[src/rtl/axil_reg_bank.sv]
// rtl/axil_reg_bank.sv - AXI4-Lite register bank with read/write control and read-only status registers
// Optional macro AXIL_REG_DECERR_EN: DECERR for out-of-range accesses, SLVERR for writes to read-only registers.
module axil_reg_bank #(
    parameter int                    ADDR_WIDTH      = 32,
    parameter int                    AXIL_WIDTH      = 32,
    parameter int                    AXIL_STRB_WIDTH = AXIL_WIDTH / 8,
    parameter logic [ADDR_WIDTH-1:0] AXIL_BASE_ADDR  = '0,
    parameter int                    NUM_REGS        = 16,
    parameter logic [NUM_REGS-1:0]   RO_MASK         = '0
) (
    input  logic                           clk,
    input  logic                           rst,
    input  logic [ADDR_WIDTH-1:0]          s_axil_awaddr,
    input  logic [2:0]                     s_axil_awprot,
    input  logic                           s_axil_awvalid,
    output logic                           s_axil_awready,
    input  logic [AXIL_WIDTH-1:0]          s_axil_wdata,
    input  logic [AXIL_STRB_WIDTH-1:0]     s_axil_wstrb,
    input  logic                           s_axil_wvalid,
    output logic                           s_axil_wready,
    output logic [1:0]                     s_axil_bresp,
    output logic                           s_axil_bvalid,
    input  logic                           s_axil_bready,
    input  logic [ADDR_WIDTH-1:0]          s_axil_araddr,
    input  logic [2:0]                     s_axil_arprot,
    input  logic                           s_axil_arvalid,
    output logic                           s_axil_arready,
    output logic [AXIL_WIDTH-1:0]          s_axil_rdata,
    output logic [1:0]                     s_axil_rresp,
    output logic                           s_axil_rvalid,
    input  logic                           s_axil_rready,
    output logic [NUM_REGS*AXIL_WIDTH-1:0] reg_q,
    output logic [NUM_REGS-1:0]            reg_wr,
    input  logic [NUM_REGS*AXIL_WIDTH-1:0] sts_in
);
    localparam int ADDR_LSB = $clog2(AXIL_STRB_WIDTH);
    localparam int IDX_W    = $clog2(NUM_REGS);

    typedef enum logic [1:0] {W_IDLE, W_HAVE_A, W_HAVE_D, W_RESP} w_state_t;
    typedef enum logic {R_IDLE, R_RESP} r_state_t;

    w_state_t                       w_state_q, w_state_d;
    r_state_t                       r_state_q, r_state_d;
    logic [ADDR_WIDTH-1:0]          awaddr_q, awaddr_d;
    logic [AXIL_WIDTH-1:0]          wdata_q, wdata_d;
    logic [AXIL_STRB_WIDTH-1:0]     wstrb_q, wstrb_d;
    logic [NUM_REGS*AXIL_WIDTH-1:0] reg_q_q, reg_q_d;
    logic [NUM_REGS-1:0]            reg_wr_q, reg_wr_d;
    logic [1:0]                     bresp_q, bresp_d, rresp_q, rresp_d;
    logic [AXIL_WIDTH-1:0]          rdata_q, rdata_d;

    logic                       aw_hs, w_hs, commit;
    logic [ADDR_WIDTH-1:0]      c_addr;
    logic [AXIL_WIDTH-1:0]      c_data;
    logic [AXIL_STRB_WIDTH-1:0] c_strb;
    logic                       w_hit, w_ro, r_hit;
    logic [IDX_W-1:0]           w_idx, r_idx;
    logic                       unused_prot;

    assign unused_prot = ^{s_axil_awprot, s_axil_arprot};

    function automatic logic addr_hit(input logic [ADDR_WIDTH-1:0] addr);
        return (addr >= AXIL_BASE_ADDR) &&
               (((addr - AXIL_BASE_ADDR) >> ADDR_LSB) < ADDR_WIDTH'(NUM_REGS));
    endfunction

    function automatic logic [IDX_W-1:0] addr_idx(input logic [ADDR_WIDTH-1:0] addr);
        return IDX_W'((addr - AXIL_BASE_ADDR) >> ADDR_LSB);
    endfunction

    always_ff @(posedge clk) begin
        if (rst) begin
            w_state_q <= W_IDLE;
            r_state_q <= R_IDLE;
            awaddr_q  <= '0;
            wdata_q   <= '0;
            wstrb_q   <= '0;
            reg_q_q   <= '0;
            reg_wr_q  <= '0;
            bresp_q   <= 2'b00;
            rresp_q   <= 2'b00;
            rdata_q   <= '0;
        end else begin
            w_state_q <= w_state_d;
            r_state_q <= r_state_d;
            awaddr_q  <= awaddr_d;
            wdata_q   <= wdata_d;
            wstrb_q   <= wstrb_d;
            reg_q_q   <= reg_q_d;
            reg_wr_q  <= reg_wr_d;
            bresp_q   <= bresp_d;
            rresp_q   <= rresp_d;
            rdata_q   <= rdata_d;
        end
    end

    always_comb begin
        aw_hs  = s_axil_awvalid && s_axil_awready;
        w_hs   = s_axil_wvalid && s_axil_wready;
        // Each half of the write comes from its holding register once captured, else from the live bus
        c_addr = (w_state_q == W_HAVE_A) ? awaddr_q : s_axil_awaddr;
        c_data = (w_state_q == W_HAVE_D) ? wdata_q : s_axil_wdata;
        c_strb = (w_state_q == W_HAVE_D) ? wstrb_q : s_axil_wstrb;
        w_hit  = addr_hit(c_addr);
        w_idx  = addr_idx(c_addr);
        w_ro   = w_hit && RO_MASK[w_idx];
        commit = (aw_hs || w_state_q == W_HAVE_A) && (w_hs || w_state_q == W_HAVE_D);

        w_state_d = w_state_q;
        awaddr_d  = aw_hs ? s_axil_awaddr : awaddr_q;
        wdata_d   = w_hs ? s_axil_wdata : wdata_q;
        wstrb_d   = w_hs ? s_axil_wstrb : wstrb_q;
        reg_q_d   = reg_q_q;
        reg_wr_d  = '0;
        bresp_d   = bresp_q;

        if (commit) begin
            w_state_d = W_RESP;
`ifdef AXIL_REG_DECERR_EN
            bresp_d = !w_hit ? 2'b11 : (w_ro ? 2'b10 : 2'b00);
`else
            bresp_d = 2'b00;
`endif
            if (w_hit && !w_ro) begin
                reg_wr_d[w_idx] = 1'b1;
                for (int b = 0; b < AXIL_STRB_WIDTH; b++) begin
                    if (c_strb[b]) begin
                        reg_q_d[w_idx*AXIL_WIDTH + 8*b +: 8] = c_data[8*b +: 8];
                    end
                end
            end
        end else begin
            case (w_state_q)
                W_IDLE: begin
                    if (aw_hs)     w_state_d = W_HAVE_A;
                    else if (w_hs) w_state_d = W_HAVE_D;
                end
                W_RESP: if (s_axil_bready) w_state_d = W_IDLE;
                default: ;
            endcase
        end

        // Reads sample reg_q_q, so a same-cycle write is not yet visible
        r_hit     = addr_hit(s_axil_araddr);
        r_idx     = addr_idx(s_axil_araddr);
        r_state_d = r_state_q;
        rdata_d   = rdata_q;
        rresp_d   = rresp_q;
        case (r_state_q)
            R_IDLE: begin
                if (s_axil_arvalid) begin
                    r_state_d = R_RESP;
                    rdata_d   = '0;
                    if (r_hit) begin
                        rdata_d = RO_MASK[r_idx] ? sts_in[r_idx*AXIL_WIDTH +: AXIL_WIDTH]
                                                 : reg_q_q[r_idx*AXIL_WIDTH +: AXIL_WIDTH];
                    end
`ifdef AXIL_REG_DECERR_EN
                    rresp_d = r_hit ? 2'b00 : 2'b11;
`else
                    rresp_d = 2'b00;
`endif
                end
            end
            R_RESP: if (s_axil_rready) r_state_d = R_IDLE;
            default: ;
        endcase
    end

    always_comb begin
        s_axil_awready = (w_state_q == W_IDLE) || (w_state_q == W_HAVE_D);
        s_axil_wready  = (w_state_q == W_IDLE) || (w_state_q == W_HAVE_A);
        s_axil_bvalid  = (w_state_q == W_RESP);
        s_axil_bresp   = bresp_q;
        s_axil_arready = (r_state_q == R_IDLE);
        s_axil_rvalid  = (r_state_q == R_RESP);
        s_axil_rdata   = rdata_q;
        s_axil_rresp   = rresp_q;
        reg_q          = reg_q_q;
        reg_wr         = reg_wr_q;
    end
endmodule

[config.mk]
export PLATFORM = sky130hd
export DESIGN_NAME = axil_reg_bank
export DESIGN_NICKNAME = d
export VERILOG_FILES = /design/src/rtl/axil_reg_bank.sv
export SDC_FILE = /design/constraint.sdc
export NUM_CORES = 1
export LEC_CHECK = 0
export ABC_AREA = 1
export CELL_PAD_IN_SITES_DETAIL_PLACEMENT = 1
export CELL_PAD_IN_SITES_GLOBAL_PLACEMENT = 1
export CORE_AREA = 2 2 470 472
export CTS_CLUSTER_DIAMETER = 120
export DETAILED_ROUTE_END_ITERATION = 10
export DIE_AREA = 0 0 472 474
export HOLD_SLACK_MARGIN = 0.05
export PLACE_DENSITY = 0.48
export SKIP_CTS_REPAIR_TIMING = 1
export SYNTH_ARGS = -nofsm -noshare
export SYNTH_HDL_FRONTEND = slang
export SYNTH_SLANG_ARGS = --single-unit
[constraint.sdc]
create_clock -name clk -period 7.3 [get_ports clk]
set_clock_uncertainty 0.15 [all_clocks]
set_input_delay 1.825 -clock clk [delete_from_list [all_inputs] [get_ports clk]]
set_output_delay 1.825 -clock clk [all_outputs]
set_load 0.02 [all_outputs]
Word level (Yosys, flattened, before mapping)
Memory sizes are Yosys's and may differ from the RTL's.
Index checks and enable logic that the tools add are counted.

word-level totals
  flip-flop bits (word level) = 631
  bits in read-only memories = 32
  input bits = 625
  output and inout port bits = 569
  memories kept = 2

memory list
  name              depth  bits a word  read ports  clocked after memory_dff  wr ports  line  source
  (name not given)  16     1            1           0                         0         155   rdata_d = RO_MASK[r_idx] ? sts_in[r_idx*AXIL_WIDTH +: AXIL_WIDTH]
  (name not given)  16     1            1           0                         0         106   w_ro = w_hit && RO_MASK[w_idx];

cells by class
  add/subtract/negate cells = 7
  $lt $le $gt $ge = 7
  equal/unequal tests = 5
  shifts and indexed selects = 10
  mux-type cells = 31
  bitwise operators = 3
  reductions and logical operators = 19

operators by type and width
  kind                      count
  $mux 512                  10
  $bwmux 512                4
  $shift 8x34->512 const A  4
  $shiftx 8x34->512         4
  $shiftx 512x10->32        2
  $mux 32                   4
  $neg 10->34               3
  $ge 32x1->1 const B       2
  $lt 30x5->1 const B       2
  $neg 9->34                1
  $add 9x5->10 const B      2
  $add 9x4->10 const B      1
  $lt 4x5->1 const B        2
  $logic_and 1x1->1         8
  $mux 2                    4
  $mux 1                    5
  $demux 1 s4               1
  $eq 2x2->1 const B        2
  $ge 4x1->1 const B        1
  $logic_or 1x1->1          4
  $mux 4                    1
  $ne 4x4->1 const B        1
  $pmux 2 s2                1
  $reduce_and 2->1          2
  other kinds (9)           11

Depth between registers and ports, before layout
  word-level depth = 19
  gate-level depth with buffers = 20
  gate-level depth less buffers = 18

Worst setup path after synthesis
Ideal clock, no wire load.

  path kind = input to register
  from = in s_axil_awaddr[3]
  to = reg reg_q_q[5] (netlist: reg_q[5])
  data arrival time = 4.416 ns
  data required time = 7.031 ns
  setup slack = 2.615 ns
  stages on the path = 14
  buffers on the path = 3
  path through = nand2_1 -> nand2_2 -> inv_2 -> clkbuf_1 -> ha_1 -> ha_1 -> buf_2 -> nor2_1 -> nand2_1 -> nor4_1 -> nand2_1 -> buf_2 -> o21ai_0 -> a21oi_1

between the ends
  cells in the longest elaborated chain, start to end = 17

ends and longest elaborated chain
  what                                                                  line  source
  start: declaration                                                    13    input logic [ADDR_WIDTH-1:0] s_axil_awaddr,
  $mux 32 (*)                                                           101   c_addr = (w_state_q == W_HAVE_A) ? awaddr_q : s_axil_awaddr;
  parallel branches: the longest is 16 deep, another holds $neg 10->34  n/a
  end signal: assignment                                                89    reg_q_q <= reg_q_d;
  end: declaration                                                      47    logic [NUM_REGS*AXIL_WIDTH-1:0] reg_q_q, reg_q_d;

Mark *: on every way between the ends. The select of a mux whose other input is x is not followed.
A chain may end at the register's enable or synchronous reset.

Worst setup path after layout
  from = in s_axil_awaddr[2]
  to = reg reg_q_q[1] (netlist: reg_q[1])

The elaborated chain is that of the path after synthesis.

==> impl_metrics.csv <==
group,metric,value,unit
run_status,status,"finished, final reports clean",
worst_setup_path,r2r_setup_slack,2.47,ns
worst_setup_path,cp_data_arrival_time,5.63,ns
power,power.internal,0.00679,W
grt,grt_remaining_overflow,0,
sta,tightestPinTransition,1.18,ns
grt,grt_pass1_vias,34700,
grt,grt_max_degree,175,
sta,period_minus_slack,5.18,ns
worst_setup_path,ff2ff_path_depth,15,
routing,viasPerCell,4.28,
routing,ant_nets,0,
place,gp_congestion,0.846,
grt,grt_pass1_wl,288,mm
routing,drtIter0Drc,2634,
min_path,hp-class,"reg2reg",
clock_network,cts_made_buffers,90,
sta,setup_violations,0,
clock_network,cts_sinks,629,
final_layout,nets,5786,
power,leakagePower,15.3,nW
worst_setup_path,start_kind,"input pin",
sta,slew_violations,0,
logic_synthesis,netlist_area,30500,µm²
grt,grt_antenna_before_repair,20,
sta,finalHoldViolations,0,
min_path,hold_depth,2,
logic_synthesis,yosys-top-cells-area,"dfxtp_1, a21oi_1, o21ai_0, nand2_1, nor2_1",
routing,drc_errors,0,
clock_network,cts-root-buf,"clkbuf_16",
clock_network,cts_max_level,3,
logic_synthesis,ys_seq_area_frac,0.413,
routing,drtPass1Iterations,6,
logic_synthesis,synth_ff_type,"dfxtp_1",
grt,track_usage,0.183,
power,power_frac_comb,0.250,
logic_synthesis,yosys.area.top_type,"dfxtp_1",
die,pin_count,1194,
clock_network,cts_tree,"built",
worst_setup_path,path_class,"in2reg",
routing,avgRoutedWirePerCell,26.2,µm
final_layout,area_growth_syn_to_layout,41.9,%
logic_synthesis,syn_area_per_cell,6.62,µm²
worst_setup_path,cp.required,7.75,ns
power,peakVddDrop,187,µV
worst_setup_path,path_max_fanout,34,
die,std_cell_rows,172,
sta,finalSetupTns,0,ns
sta,period_share,0.709,
place,placedCellCount,7928,
power,p_seq_frac,0.329,
final_layout,final_cell_count_no_fill,8093,
final_layout,final_cell_area,43300,µm²
logic_synthesis,ys_warn_count,0,
place,dp_hpwl,168,mm
power,p_per_area,253,nW/µm²
logic_synthesis,synth_common_cells,"nand2_1, nor2_1, a21oi_1",
die,start_util,0.140,
clock_network,clkTransAtPathRegs,0.06,ns
job,drv_cap,0,
die,die_h,474,µm
sta,max_slew_margin,0.206,
die,die_x,472,µm
sta,max_freq,0.193,GHz
routing,vias,34600,
logic_synthesis,async_reset_ff_frac,0,
worst_setup_path,critPathCaptureType,"flip-flop",
final_layout,layout-drive-gt1-share,0.0556,
place,dpl-instance-area,40300,µm²
place,portBuffers,667,
min_path,hp-start,"awaddr_q[2]$_SDFFE_PP0P_",
power,power,0.0110,W
die,dieArea,224000,µm²
logic_synthesis,netlist_instances,4606,
logic_synthesis,synth.distinct_cells,35,
logic_synthesis,synth-edff-count,0,
power,switching_share,0.381,
power,power.switching,0.00418,W
sta,rsz0062_at_grt,"no",
logic_synthesis,synth_top_cell_area_share,0.413,
power,power_frac_clock,0.421,
min_path,hold-path-endpoint,"awaddr_q[2]$_SDFFE_PP0P_",
worst_setup_path,r2r_end,"reg_q[131]$_SDFFE_PP0P_",
logic_synthesis,post-synth-top-count-cell,"nand2_1",
routing,wl,212,mm
worst_setup_path,timing.rr.start,"w_state_q[1]$_SDFFE_PP0P_",
clock_network,cts_buffer_depth,3,
die,core,219000,µm²
logic_synthesis,ys_ff_latch,629,
clock_network,clk_latency,0.74,ns
## power groups by stage
stage	Combinational [W]	Sequential, W	Clock (W)
floorplan	0.00148	0.00367	0
global placement	0.00276	0.00367	0
detailed placement	0.00277	0.00368	0
CTS	0.00278	0.00361	0.00475
global route	0.00299	0.00362	0.00487
finish	0.00275	0.00361	0.00461
## metal layers
metal	share of wire	track usage	routed length, µm	up-vias
met3	0.052	0.0317	11000	224
li1	-	-	-	16200
met5	0.00078	0	165	-
met1	0.47	0.248	98800	17200
met2	0.45	0.291	94800	1011
met4	0.034	0.0599	7190	24
## worst max path at each step
stage / start / to / slack (ns) / cells after the start
finish: s_axil_awaddr[2] / reg_q[1]$_SDFFE_PP0P_ / 2.12 / 13
global route: s_axil_awaddr[2] / reg_q[1]$_SDFFE_PP0P_ / 1.79 / 13
CTS: s_axil_awaddr[2] / reg_q[1]$_SDFFE_PP0P_ / 2.11 / 13
detailed placement: s_axil_awaddr[2] / reg_q[6]$_SDFFE_PP0P_ / 1.28 / 13
global placement: s_axil_awaddr[2] / reg_q[2]$_SDFFE_PP0P_ / 1.33 / 13
floorplan: s_axil_awaddr[3] / reg_q[5]$_SDFFE_PP0P_ / 2.61 / 14
## through the flow
stage / setup slack (ns) / util / hold slack, ns
after floorplan: 2.61 / - / 0.279
after global placement: 1.33 / 0.184 / 0.291
after detailed placement: 1.28 / 0.184 / 0.306
after CTS: 2.11 / 0.198 / 0.314
after global routing: 1.79 / 0.198 / 0.334
final: 2.12 / 0.198 / 0.316
## cells by family after synthesis
kind of cell	share of synthesized area
AOI/OAI and AO/OA	0.222
and+or+nand+nor	0.258
other	0.000123
adders and majority gates	0.00492
buffers and inverters	0.101
DFF	0.413
muxes	0.000328
## sequential cells by signal (all words and copies together), names as in the netlist
signal,count
awaddr_q,30
reg_q,512
reg_wr,16
s_axil_rdata,32
s_axil_rvalid,1
w_state_q,2
wdata_q,32
wstrb_q,4
## cells in the final DEF (no fill, tap or decap), types with 19 or more instances in the layout
master	n
clkdlybuf4s50_1	662
o21ai_1	19
nor3b_1	26
a21oi_1	662
o21a_1	36
dfxtp_1	629
inv_1	495
nor4_1	24
o221ai_1	26
nand4_1	21
nand2_1	697
clkbuf_8	19
nor3_1	70
nor2_1	669
clkbuf_16	90
nand3_1	295
o21ai_0	529
buf_4	66
## cell type report
class,instances,area [µm²]
Tap cell,2871,3590
Multi-Input combinational cell,3174,14900
Inverter,515,1940
Sequential cell,629,12600
Antenna cell,4,10.0
Clock inverter,35,434
Clock buffer,126,2580
Timing Repair Buffer,739,7290
Fill cell,26500,175000
## critical path, cell delays in order
cell and delay, ns:
clkdlybuf4s50_1 0.46, o21ai_4 0.19, buf_4 0.52, nand2_1 0.18, inv_1 0.23, ha_1 0.29, inv_1 0.06, buf_4 0.34
nand2_1 0.30, nor4_1 0.51, nand2_1 0.37, o21ai_0 0.27, a21oi_1 0.06
Note: power is estimated with default switching activity, not from simulation.
